[src/rtl/muldiv_sequencer.sv]
// Multi-cycle MUL/DIV/REM sequencer: radix-2 shift-add multiply and restoring divide,
// one bit per clock, with RISC-V sign and special-case handling in a final FIXUP cycle.
module muldiv_sequencer #(
    parameter int DATA_WIDTH    = 32,
    parameter int REGADDR_WIDTH = 5
) (
    input  logic                     clk,
    input  logic                     reset,
    input  logic                     start_valid,
    output logic                     start_ready,
    input  logic [1:0]               opSelect,
    input  logic                     unsignedSelect,
    input  logic [DATA_WIDTH-1:0]    operandA,
    input  logic [DATA_WIDTH-1:0]    operandB,
    input  logic [REGADDR_WIDTH-1:0] writeSelectIn,
    input  logic                     abort,
    output logic                     result_valid,
    input  logic                     result_ready,
    output logic [DATA_WIDTH-1:0]    result,
    output logic [REGADDR_WIDTH-1:0] writeSelectOut,
    output logic                     opError,
    output logic                     stall
);

    // state  | meaning
    // IDLE   | waiting for an operation, start_ready high
    // MUL    | shift-add multiply, one multiplier bit per clock
    // DIV    | restoring divide on magnitudes, one quotient bit per clock
    // FIXUP  | apply signs / special cases, write result
    // DONE   | result_valid high until writeback takes it
    typedef enum logic [2:0] {S_IDLE, S_MUL, S_DIV, S_FIXUP, S_DONE} state_t;

    localparam logic [1:0] OP_MUL = 2'd0;
    localparam logic [1:0] OP_DIV = 2'd1;
    localparam logic [1:0] OP_REM = 2'd2;
    localparam logic [1:0] OP_RSV = 2'd3;
    localparam logic [DATA_WIDTH-1:0] LP_MIN  = {1'b1, {(DATA_WIDTH-1){1'b0}}};
    localparam logic [5:0]            LP_LAST = 6'(DATA_WIDTH - 1);

    state_t                   r_state, w_next;
    logic [5:0]               r_cnt;
    logic [DATA_WIDTH-1:0]    r_x;      // multiplicand, or dividend shifting into quotient
    logic [DATA_WIDTH-1:0]    r_y;      // multiplier, or divisor magnitude
    logic [DATA_WIDTH-1:0]    r_acc;    // product, or partial remainder
    logic [DATA_WIDTH-1:0]    r_opa;
    logic [DATA_WIDTH-1:0]    r_opb;
    logic [DATA_WIDTH-1:0]    r_result;
    logic [1:0]               r_op;
    logic                     r_uns;
    logic                     r_err;
    logic [REGADDR_WIDTH-1:0] r_wsel;

    logic                  w_accept, w_is_div, w_sgn, w_special, w_last;
    logic [DATA_WIDTH-1:0] w_mag_a, w_mag_b;
    logic [DATA_WIDTH:0]   w_shift, w_diff;
    logic                  w_fits;
    logic                  w_sa, w_sb, w_zero, w_ovf;
    logic [DATA_WIDTH-1:0] w_fix_res;
    logic                  w_fix_err;

    assign w_accept  = (r_state == S_IDLE) && start_valid;
    assign w_is_div  = (opSelect == OP_DIV) || (opSelect == OP_REM);
    assign w_sgn     = w_is_div && !unsignedSelect;
    assign w_mag_a   = (w_sgn && operandA[DATA_WIDTH-1]) ? -operandA : operandA;
    assign w_mag_b   = (w_sgn && operandB[DATA_WIDTH-1]) ? -operandB : operandB;
    assign w_special = (opSelect == OP_RSV) ||
                       (w_is_div && ((operandB == '0) ||
                        (!unsignedSelect && operandA == LP_MIN && operandB == '1)));
    assign w_last    = (r_cnt == LP_LAST);

    assign w_shift = {r_acc, r_x[DATA_WIDTH-1]};
    assign w_diff  = w_shift - {1'b0, r_y};
    assign w_fits  = !w_diff[DATA_WIDTH];

    assign w_sa   = !r_uns && r_opa[DATA_WIDTH-1];
    assign w_sb   = !r_uns && r_opb[DATA_WIDTH-1];
    assign w_zero = (r_opb == '0);
    assign w_ovf  = !r_uns && (r_opa == LP_MIN) && (r_opb == '1);

    always_ff @(posedge clk or posedge reset) begin
        if (reset) r_state <= S_IDLE;
        else       r_state <= w_next;
    end

    always_comb begin
        w_next = r_state;
        case (r_state)
            S_IDLE: begin
                if (start_valid) begin
                    if (w_special)              w_next = S_FIXUP;
                    else if (opSelect == OP_MUL) w_next = S_MUL;
                    else                         w_next = S_DIV;
                end
            end
            S_MUL:   if (w_last) w_next = S_FIXUP;
            S_DIV:   if (w_last) w_next = S_FIXUP;
            S_FIXUP: w_next = S_DONE;
            S_DONE:  if (result_ready) w_next = S_IDLE;
            default: w_next = S_IDLE;
        endcase
        if (r_state != S_IDLE && abort) w_next = S_IDLE;
    end

    always_comb begin
        w_fix_res = '0;
        w_fix_err = 1'b0;
        case (r_op)
            OP_MUL: w_fix_res = r_acc;
            OP_DIV: begin
                if (w_zero)         w_fix_res = '1;
                else if (w_ovf)     w_fix_res = LP_MIN;
                else if (w_sa ^ w_sb) w_fix_res = -r_x;
                else                w_fix_res = r_x;
            end
            OP_REM: begin
                if (w_zero)     w_fix_res = r_opa;
                else if (w_ovf) w_fix_res = '0;
                else if (w_sa)  w_fix_res = -r_acc;
                else            w_fix_res = r_acc;
            end
            default: w_fix_err = 1'b1;
        endcase
    end

    always_ff @(posedge clk or posedge reset) begin
        if (reset) begin
            r_cnt    <= '0;
            r_x      <= '0;
            r_y      <= '0;
            r_acc    <= '0;
            r_opa    <= '0;
            r_opb    <= '0;
            r_result <= '0;
            r_op     <= OP_MUL;
            r_uns    <= 1'b0;
            r_err    <= 1'b0;
            r_wsel   <= '0;
        end else if (w_accept) begin
            r_cnt  <= '0;
            r_acc  <= '0;
            r_opa  <= operandA;
            r_opb  <= operandB;
            r_op   <= opSelect;
            r_uns  <= unsignedSelect;
            r_wsel <= writeSelectIn;
            r_x    <= (opSelect == OP_MUL) ? operandA : w_mag_a;
            r_y    <= (opSelect == OP_MUL) ? operandB : w_mag_b;
        end else begin
            case (r_state)
                S_MUL: begin
                    r_acc <= r_acc + (r_y[0] ? r_x : '0);
                    r_x   <= r_x << 1;
                    r_y   <= r_y >> 1;
                    r_cnt <= (w_last || abort) ? '0 : r_cnt + 6'd1;
                end
                S_DIV: begin
                    r_acc <= w_fits ? w_diff[DATA_WIDTH-1:0] : w_shift[DATA_WIDTH-1:0];
                    r_x   <= {r_x[DATA_WIDTH-2:0], w_fits};
                    r_cnt <= (w_last || abort) ? '0 : r_cnt + 6'd1;
                end
                S_FIXUP: begin
                    // an abort in this cycle drops the op before it becomes visible
                    if (!abort) begin
                        r_result <= w_fix_res;
                        r_err    <= w_fix_err;
                    end
                end
                default: ;
            endcase
        end
    end

    assign start_ready    = (r_state == S_IDLE);
    assign stall          = (r_state != S_IDLE);
    assign result_valid   = (r_state == S_DONE);
    assign result         = r_result;
    assign writeSelectOut = r_wsel;
    assign opError        = r_err;

endmodule

[config.mk]
export PLATFORM = sky130hd
export DESIGN_NAME = muldiv_sequencer
export DESIGN_NICKNAME = d
export VERILOG_FILES = /design/src/rtl/muldiv_sequencer.sv
export SDC_FILE = /design/constraint.sdc
export NUM_CORES = 1
export LEC_CHECK = 0
export ABC_AREA = 0
export CELL_PAD_IN_SITES_DETAIL_PLACEMENT = 1
export CELL_PAD_IN_SITES_GLOBAL_PLACEMENT = 1
export CORE_UTILIZATION = 41
export DETAILED_ROUTE_END_ITERATION = 16
export PLACE_DENSITY = 0.81
export SLEW_MARGIN = 0
export SYNTH_ARGS = -nofsm -noshare
export SYNTH_HDL_FRONTEND = slang
export SYNTH_SLANG_ARGS = --single-unit
[constraint.sdc]
create_clock -name clk -period 8.1 [get_ports clk]
set_clock_uncertainty 0.2 [all_clocks]
set_input_delay 2.43 -clock clk [delete_from_list [all_inputs] [get_ports clk]]
set_output_delay 2.43 -clock clk [all_outputs]
set_load 0.05 [all_outputs]
==> qor.txt, run 1 <==
starting density of the core = 41.9%
status = finished clean
post-route clock period utilization = 70.2%
Hold Path Class = flop to flop
max-slew violations = 0
count leader, synth = nand2_1
Crit path depth = 9
crit-path cells = clkdlybuf4s50_1 -> inv_1 -> ha_1 -> nor3b_1 -> nand2_1 -> nor2_1 -> o21ai_0 -> mux2_2 -> o21ai_0
Post-synth EDFFs = 0
number of hold buffers added after cts = 0
initial antenna violation count = 1
Top Ports = 118
Chip Width = 201 microns
CP startpoint kind = input pin
Root Buffer = clkbuf_16
Synth cell types = 81
worst hold path cell count = 2
pin slew with the least headroom to its limit = 1.07 ns
met1 usage = 44.5%
gpl congestion = 0.947
mean area per synthesized cell = 7.80 sq um
Slew headroom = 27.8%
CTS Sinks = 210
Period minus WS final = 5.69 ns
max_cap viols = 0
Ys Warns = 0
core region area = 0.0389 sq mm
sequential share of the synthesized area = 32.3%
CP delay by family, top = simple AND/OR/NAND/NOR gates
Final Hold Viols = 0
setup bufs post-CTS = 0
area grow syn2layout = 15.4%
layout net count = 2,295
H-Tree Depth = 1
Reg clk slew, reported paths = 0.06 ns
Max IR drop VDD = 0.450 mV
Num CTS Buffers = 26
PnR worst setup slack = 2.41 ns
CP Class = input pin to flop
Port-buffer cells = 117
Synth area leader = dfrtp_1
r2r setup slk = 3.19 ns
mapped cell area = 0.0163 sq mm
GRT Total Usage = 31.5%
CTS tree = done
reg2reg path depth = 14
met3 track demand over resource = 4.70%
hpwl dp = 48,300 microns
CTS Buffer Depth = 3
Routed wire per std cell = 23.9 microns
via count = 16,800
worst-path fanout max = 17
later-pin clock latency in the skew report = 0.56 ns
Critical Path RT = 8.38 ns
grt total ovfl = 0
die area = 0.0405 sq mm
synthesized flop and latch total = 210
Arrival @ worst endpoint = 5.96 ns
post-detailed-route count of antenna-violating nets = 0
die height = 201 microns
pin count of the biggest net entering global routing = 162
Power Total = 9.34 mW
CP bufs+invs = 2
top_reg_cell synth = dfrtp_1
power per cell area = 497 mW/mm^2
Area contributors post-synth = dfrtp_1 (32%), nand2_1 (9.2%), ha_1 (5.5%), o21ai_0 (5.1%), xnor2_1 (4.6%)
crit path capture type = flop
vias per cell = 6.26
Site Rows = 72
setup tns final = 0 ns
GR peak layer = met2
DRC Markers = 0
Post-synth ARST share = 100%
Post-Syn Instances = 2,088
syn_nets = 2,239
top cell type's share of synthesized area = 32.3%
iteration count of the initial detailed-routing pass = 5
Post-Route WL = 64,200 microns
DP Worst Slack = 1.97 ns
Initial DRC Count = 1,391
most instantiated cells after synthesis = nand2_1 (400), dfrtp_1 (210), nor2_1 (167), o21ai_0 (167), a21oi_1 (146)
final setup fails = 0
CTS resizes = 0
vias in the first global route = 16,800
leakage = 8.15 nW
Critical Path Most Common Cell = o21ai_0
layout cells sized above 1 = 5.08%
RSZ-0062 raised after global routing = no
M2 GR Usage = 49.3%
first-pass GRT wire length = 100,000 microns
Crit-path slowest cell = nor3b_1
Fmax achieved = 176 MHz
filler cell count in the final layout = 4,746
delay of the slowest cell on the worst path = 0.75 ns
kinds of logic (layout without fill, tap and decap cells):
| logic type | count (synthesis) | count (layout) | synth area share, % |
|---|---|---|---|
| multiplexers | 38 | 38 | 2.40 |
| buffers and inverters | 188 | 264 | 4.49 |
| adder cells (fa/ha/maj) | 75 | 75 | 5.84 |
| other | 0 | 2 | 0 |
| XOR/XNOR | 139 | 139 | 7.47 |
| flip-flops | 210 | 210 | 32.3 |
| AO/OA/AOI/OAI | 617 | 617 | 24.4 |
| AND/OR/NAND/NOR | 821 | 821 | 23.2 |
metal layers:
metal  wire length (microns)  vias up
met5                       0        -
met3                    4740      112
li1                        -     7614
met1                   28800     8430
met4                    1960        0
met2                   28700      641
path summary, 6_finish.rpt:
| path | from | endpoint |
|---|---|---|
| worst max-delay path | opSelect[1] | r_x[14]$_DFFE_PP0P_ |
| worst min-delay path | result[25]$_DFFE_PP0P_ | result[25]$_DFFE_PP0P_ |
| worst max register to register | r_y[0]$_DFFE_PP0P_ | r_acc[26]$_DFFE_PP0P_ |
| worst min register to register | result[25]$_DFFE_PP0P_ | result[25]$_DFFE_PP0P_ |
| max in group asynchronous | reset | r_acc[12]$_DFFE_PP0P_ |
| min in group asynchronous | reset | r_y[16]$_DFFE_PP0P_ |
cell usage in the layout (no fill, tap or decap), drive strengths merged, types with 30 or more instances in the layout:
cell type | netlist | final
nand2 | 400 | 400
dfrtp | 210 | 210
o21ai | 172 | 172
nor2 | 167 | 167
a21oi | 146 | 146
clkdlybuf4s50 | 0 | 117
xnor2 | 85 | 85
inv | 77 | 77
ha | 72 | 72
a31oi | 58 | 58
xor2 | 54 | 54
and2 | 41 | 41
nor3 | 37 | 37
a22oi | 36 | 36
clkbuf | 97 | 36
nor4 | 33 | 33
mux2i | 30 | 30
tightest hold or removal path, cell delays in order (launching register included):
cell and delay [ns]:
dfrtp_1 0.33, nand2_1 0.05, o21ai_0 0.06
registers in the layout (all words and copies together), names as in the netlist:
register        cells
r_acc              32
r_opa              32
r_opb              32
r_x                32
r_y                32
result             32
r_cnt               6
writeSelectOut      5
r_state             3
r_op                2
opError             1
r_uns               1
power breakdown:
group	internal [mW]	leakage [nW]	switching, mW
clock network	0.720	0.434	0.498
logic	2.19	5.13	3.45
registers	1.55	2.59	0.933
final cells by class:
type / instances / area [sq um] / area share, %
antenna: 2 / 5.00 / 0.0266
clock buffer: 36 / 759 / 4.04
tap: 518 / 648 / 3.45
multi-input combinational: 1690 / 10300 / 55.0
timing repair buffer: 139 / 1360 / 7.24
inverter: 77 / 293 / 1.56
sequential: 210 / 5260 / 28.0
clock inverter: 12 / 126 / 0.672
metrics by stage:
stage	hold WS, ns	cell area (sq um)	instances	utilization, %
3_5_place_dp	0.266	17900	2634	46.0
2_1_floorplan	0.259	16300	2088	-
4_1_cts	0.280	18800	2682	48.3
6_report	0.275	18800	2684	48.3
5_1_grt	0.309	18800	2682	48.3
3_3_place_gp	0.258	17900	2634	46.0
Power figures use the tool's default switching activity.
==> run 2, diff against run 1 <==
clock period = 5.05 ns   (was 8.1 ns; I/O delays follow)
==> qor.txt, run 2 (synthesis gave the netlist of run 1 again) <==
most common cell after layout, fill and taps aside = nand2_1
Fmax achieved = 227 MHz
Max IR drop VDD = 0.594 mV
area grow syn2layout = 16.9%
Routed wire per std cell = 24.1 microns
Critical Path Most Common Cell = or3_1
CTS Buffer Depth = 3
CTS resizes = 0
first-pass GRT wire length = 102,000 microns
leakage = 8.32 nW
r2r setup slk = 0.94 ns
Final Hold Viols = 0
CP startpoint kind = input pin
Crit-path slowest cell = or4_1
hpwl dp = 49,400 microns
Power Total = 15.2 mW
combinational share of power = 61.6%
core region area = 0.0389 sq mm
Period minus WS final = 4.41 ns
RSZ-0062 raised after global routing = no
later-pin clock latency in the skew report = 0.56 ns
setup bufs post-CTS = 0
layout cells sized above 1 = 6.24%
CTS tree = done
CP Class = input pin to flop
Top Ports = 118
placed cells = 2,667
clock power share = 12.9%
most frequent cells in the layout = nand2_1 (399), dfrtp_1 (210), o21ai_0 (167), nor2_1 (165), a21oi_1 (146)
CTS Sinks = 210
Internal Power = 7.27 mW
gpl congestion = 0.959
Hold Crit Start = result[9]$_DFFE_PP0P_
die height = 201 microns
status = finished clean
crit-path cells = clkdlybuf4s50_1 -> or4_1 -> or3_1 -> or3_1 -> nor2b_2 -> and3_1 -> a31oi_1 -> o211a_1 -> a311oi_1
Root Buffer = clkbuf_16
CP bufs+invs = 1
Site Rows = 72
number of hold buffers added after cts = 0
Arrival @ worst endpoint = 4.66 ns
worst hold path cell count = 2
reg2reg path depth = 13
delay of the slowest cell on the worst path = 0.60 ns
Reg clk slew, reported paths = 0.05 ns
Critical R2R Capture = r_acc[31]$_DFFE_PP0P_
Num CTS Buffers = 27
max-slew violations = 0
Port-buffer cells = 117
DRC Markers = 0
power per cell area = 796 mW/mm^2
H-Tree Depth = 1
grt total ovfl = 0
Chip Width = 201 microns
vias in the first global route = 17,500
CP delay by family, top = simple AND/OR/NAND/NOR gates
crit path capture type = flop
iteration count of the initial detailed-routing pass = 8
die area = 0.0405 sq mm
Post-Route WL = 65,300 microns
GRT Total Usage = 32.0%
register area = 0.00526 sq mm
Initial DRC Count = 1,402
layout net count = 2,329
vias per cell = 6.26
max_cap viols = 0
cell area after placement = 0.0182 sq mm
Critical Path RT = 5.30 ns
register share of total power = 25.5%
Util after Layout = 48.9%
Final Non-Filler Cells = 2,713
post-route cell area = 0.0190 sq mm
FF-to-FF Start = r_y[0]$_DFFE_PP0P_
NetSw = 7.90 mW
post-route clock period utilization = 87.3%
final setup fails = 0
filler cell count in the final layout = 4,791
pin slew with the least headroom to its limit = 1.13 ns
via count = 17,000
Multi-input gate area = 0.0103 sq mm
starting density of the core = 41.9%
hold endpoint = result[9]$_DFFE_PP0P_
initial antenna violation count = 1
worst-path fanout max = 5
sw frac = 52.1%
post-detailed-route count of antenna-violating nets = 0
pin count of the biggest net entering global routing = 111
Hold Path Class = flop to flop
setup tns final = 0 ns
Slew headroom = 24.7%
run 2: tightest hold or removal path, delay by kind of cell (launching register included):
family	cells	cell delay, ns
AO/OA/AOI/OAI	1	0.06
flip-flops	1	0.33
AND/OR/NAND/NOR	1	0.05
run 2: per-layer routing:
metal / track usage [%] / share of wire, % / wire length [microns] / vias to the layer above
met3: 5.23 / 7.7 / 5020 / 150
met1: 43.6 / 44 / 28400 / 8514
met5: 0 / 0 / 0 / -
met2: 50.6 / 45 / 29300 / 653
li1: - / - / - / 7674
met4: 12.4 / 3.8 / 2490 / 0
run 2: cell type report:
type / instances / area share, %
multi-input cells: 1690 / 54.3
repair buffers: 172 / 8.58
inverters: 77 / 1.54
flip-flops and latches: 210 / 27.6
diodes: 1 / 0.0131
clock inverters: 7 / 0.598
well taps: 518 / 3.40
clock buffers: 38 / 3.97
run 2: worst max path at each step:
| stage | cells past startpoint | end | slack [ns] | from |
|---|---|---|---|---|
| 2_1_floorplan | 1 | opError$_DFFE_PP0P_ | 0.61 | reset |
| 3_3_place_gp | 9 | r_x[30]$_DFFE_PP0P_ | 0.26 | operandA[8] |
| 3_5_place_dp | 9 | r_x[30]$_DFFE_PP0P_ | 0.15 | operandA[8] |
| 4_1_cts | 9 | r_x[30]$_DFFE_PP0P_ | 0.69 | operandA[8] |
| 5_1_grt | 9 | r_x[30]$_DFFE_PP0P_ | 0.52 | operandA[8] |
| 6_report | 9 | r_x[30]$_DFFE_PP0P_ | 0.64 | operandA[8] |
run 2: power groups by stage:
| stage | combinational [mW] | sequential [mW] | clock (mW) |
|---|---|---|---|
| floorplan | 6.27 | 3.62 | 0 |
| global placement | 8.82 | 3.76 | 0 |
| detailed placement | 9.16 | 3.81 | 0 |
| CTS | 9.25 | 3.79 | 1.98 |
| global route | 10.2 | 3.91 | 2.03 |
| finish | 9.34 | 3.87 | 1.96 |
run 2: stage by stage:
| step | worst slack (ns) | hold slack, ns |
|---|---|---|
| after floorplan | 0.607 | 0.259 |
| after global placement | 0.260 | 0.262 |
| after detailed placement | 0.149 | 0.271 |
| after CTS | 0.687 | 0.288 |
| after global routing | 0.516 | 0.306 |
| final | 0.640 | 0.278 |
==> run 3, diff against run 2 <==
REMOVE_ABC_BUFFERS = 1   (was default)
==> qor.txt, run 3 (synthesis gave the netlist of run 1 again) <==
status = finished clean
placed cells = 2,675
Port-buffer cells = 117
starting density of the core = 41.9%
filler cell count in the final layout = 4,748
CP Class = input pin to flop
crit path capture type = flop
Hold Path Class = flop to flop
CTS resizes = 0
max_cap viols = 0
final setup fails = 0
Top Ports = 118
die area = 0.0405 sq mm
CP Capture Point = r_state[1]$_DFFE_PP0P_
post-detailed-route count of antenna-violating nets = 0
GRT Total Usage = 31.2%
Initial DRC Count = 1,334
pin count of the biggest net entering global routing = 122
Util after Layout = 49.1%
CP startpoint kind = input pin
Site Rows = 72
Final Non-Filler Cells = 2,724
Post-Route WL = 63,700 microns
vias in the first global route = 17,200
Reg clk slew, reported paths = 0.06 ns
die height = 201 microns
gpl congestion = 0.958
post-route cell area = 0.0191 sq mm
grt total ovfl = 0
Critical Path RT = 5.33 ns
iteration count of the initial detailed-routing pass = 6
number of hold buffers added after cts = 0
Root Buffer = clkbuf_16
reg2reg path depth = 14
post-route clock period utilization = 89.8%
first-pass GRT wire length = 99,600 microns
layout net count = 2,337
hpwl dp = 47,900 microns
Max IR drop VDD = 0.534 mV
Min Hold Slack = 0.273 ns
Fmax achieved = 221 MHz
Arrival @ worst endpoint = 4.82 ns
FF-to-FF Start = r_y[0]$_DFFE_PP0P_
cell area after placement = 0.0182 sq mm
vias per cell = 6.17
worst-path fanout max = 5
layout cells sized above 1 = 6.72%
CTS Sinks = 210
Routed wire per std cell = 23.4 microns
CTS Buffer Depth = 3
area grow syn2layout = 17.3%
leakage = 8.37 nW
Critical R2R Capture = r_acc[30]$_DFFE_PP0P_
pin slew with the least headroom to its limit = 1.27 ns
Num CTS Buffers = 27
DRC Markers = 0
most common cell after layout, fill and taps aside = nand2_1
setup bufs post-CTS = 0
Chip Width = 201 microns
Period minus WS final = 4.53 ns
max-slew violations = 0
RSZ-0062 raised after global routing = no
Slew headroom = 14.8%
Critical Path Source = operandB[4]
initial antenna violation count = 1
core region area = 0.0389 sq mm
CTS tree = done
power per cell area = 787 mW/mm^2
r2r setup slk = 0.96 ns
most frequent cells in the layout = nand2_1 (399), dfrtp_1 (210), o21ai_0 (167), nor2_1 (165), a21oi_1 (146)
Final Hold Viols = 0
later-pin clock latency in the skew report = 0.57 ns
via count = 16,800
H-Tree Depth = 1
==> run 3: how the worst min path moves through the flow <==
stage | depth (start not counted) | to | from
global placement | 2 | writeSelectOut[0]$_DFFE_PP0P_ | writeSelectOut[0]$_DFFE_PP0P_
detailed placement | 2 | opError$_DFFE_PP0P_ | opError$_DFFE_PP0P_
floorplan | 2 | r_opa[15]$_DFFE_PP0P_ | r_opa[15]$_DFFE_PP0P_
global route | 2 | opError$_DFFE_PP0P_ | opError$_DFFE_PP0P_
CTS | 2 | opError$_DFFE_PP0P_ | opError$_DFFE_PP0P_
finish | 2 | opError$_DFFE_PP0P_ | opError$_DFFE_PP0P_
==> run 3: critical path, stage by stage <==
cell	delay [ns]
clkdlybuf4s50_1	0.50
nor4_1	0.38
nand2_1	0.19
nor4_2	0.27
and2_1	0.21
nand2_1	0.07
or4_1	0.52
o41ai_1	0.69
a2111o_1	0.28
inv_1	0.04
a21oi_1	0.15
==> run 3: power breakdown <==
part / internal (mW) / switching, mW
Sequential: 2.49 / 1.16
Combinational: 3.63 / 5.79
Clock: 1.18 / 0.787
==> run 3: final cells by class <==
type                    count  area [sq um]  area share, %
flip-flops and latches    210          5260           27.5
inverters                  77           297           1.55
clock inverters             6          87.6          0.458
diodes                      2          5.00         0.0262
clock buffers              41           798           4.18
multi-input cells        1690         10400           54.2
repair buffers            180          1670           8.73
well taps                 518           648           3.39
==> run 3: per-stage QoR <==
stage                     setup slack [ns]  TNS [ns]  power (mW)
after floorplan                      -2.40   -520.13        9.79
after global placement               0.143         0        12.5
after detailed placement            0.0548         0        12.9
after CTS                            0.613         0        14.9
after global routing                 0.403         0        16.1
final                                0.516         0        15.0
==> run 3: layer usage <==
metal / wire length [microns] / GRT usage (%)
met5: 9 / 0
met4: 2270 / 10.8
met3: 4330 / 6.24
met2: 29200 / 50.0
met1: 27800 / 41.6
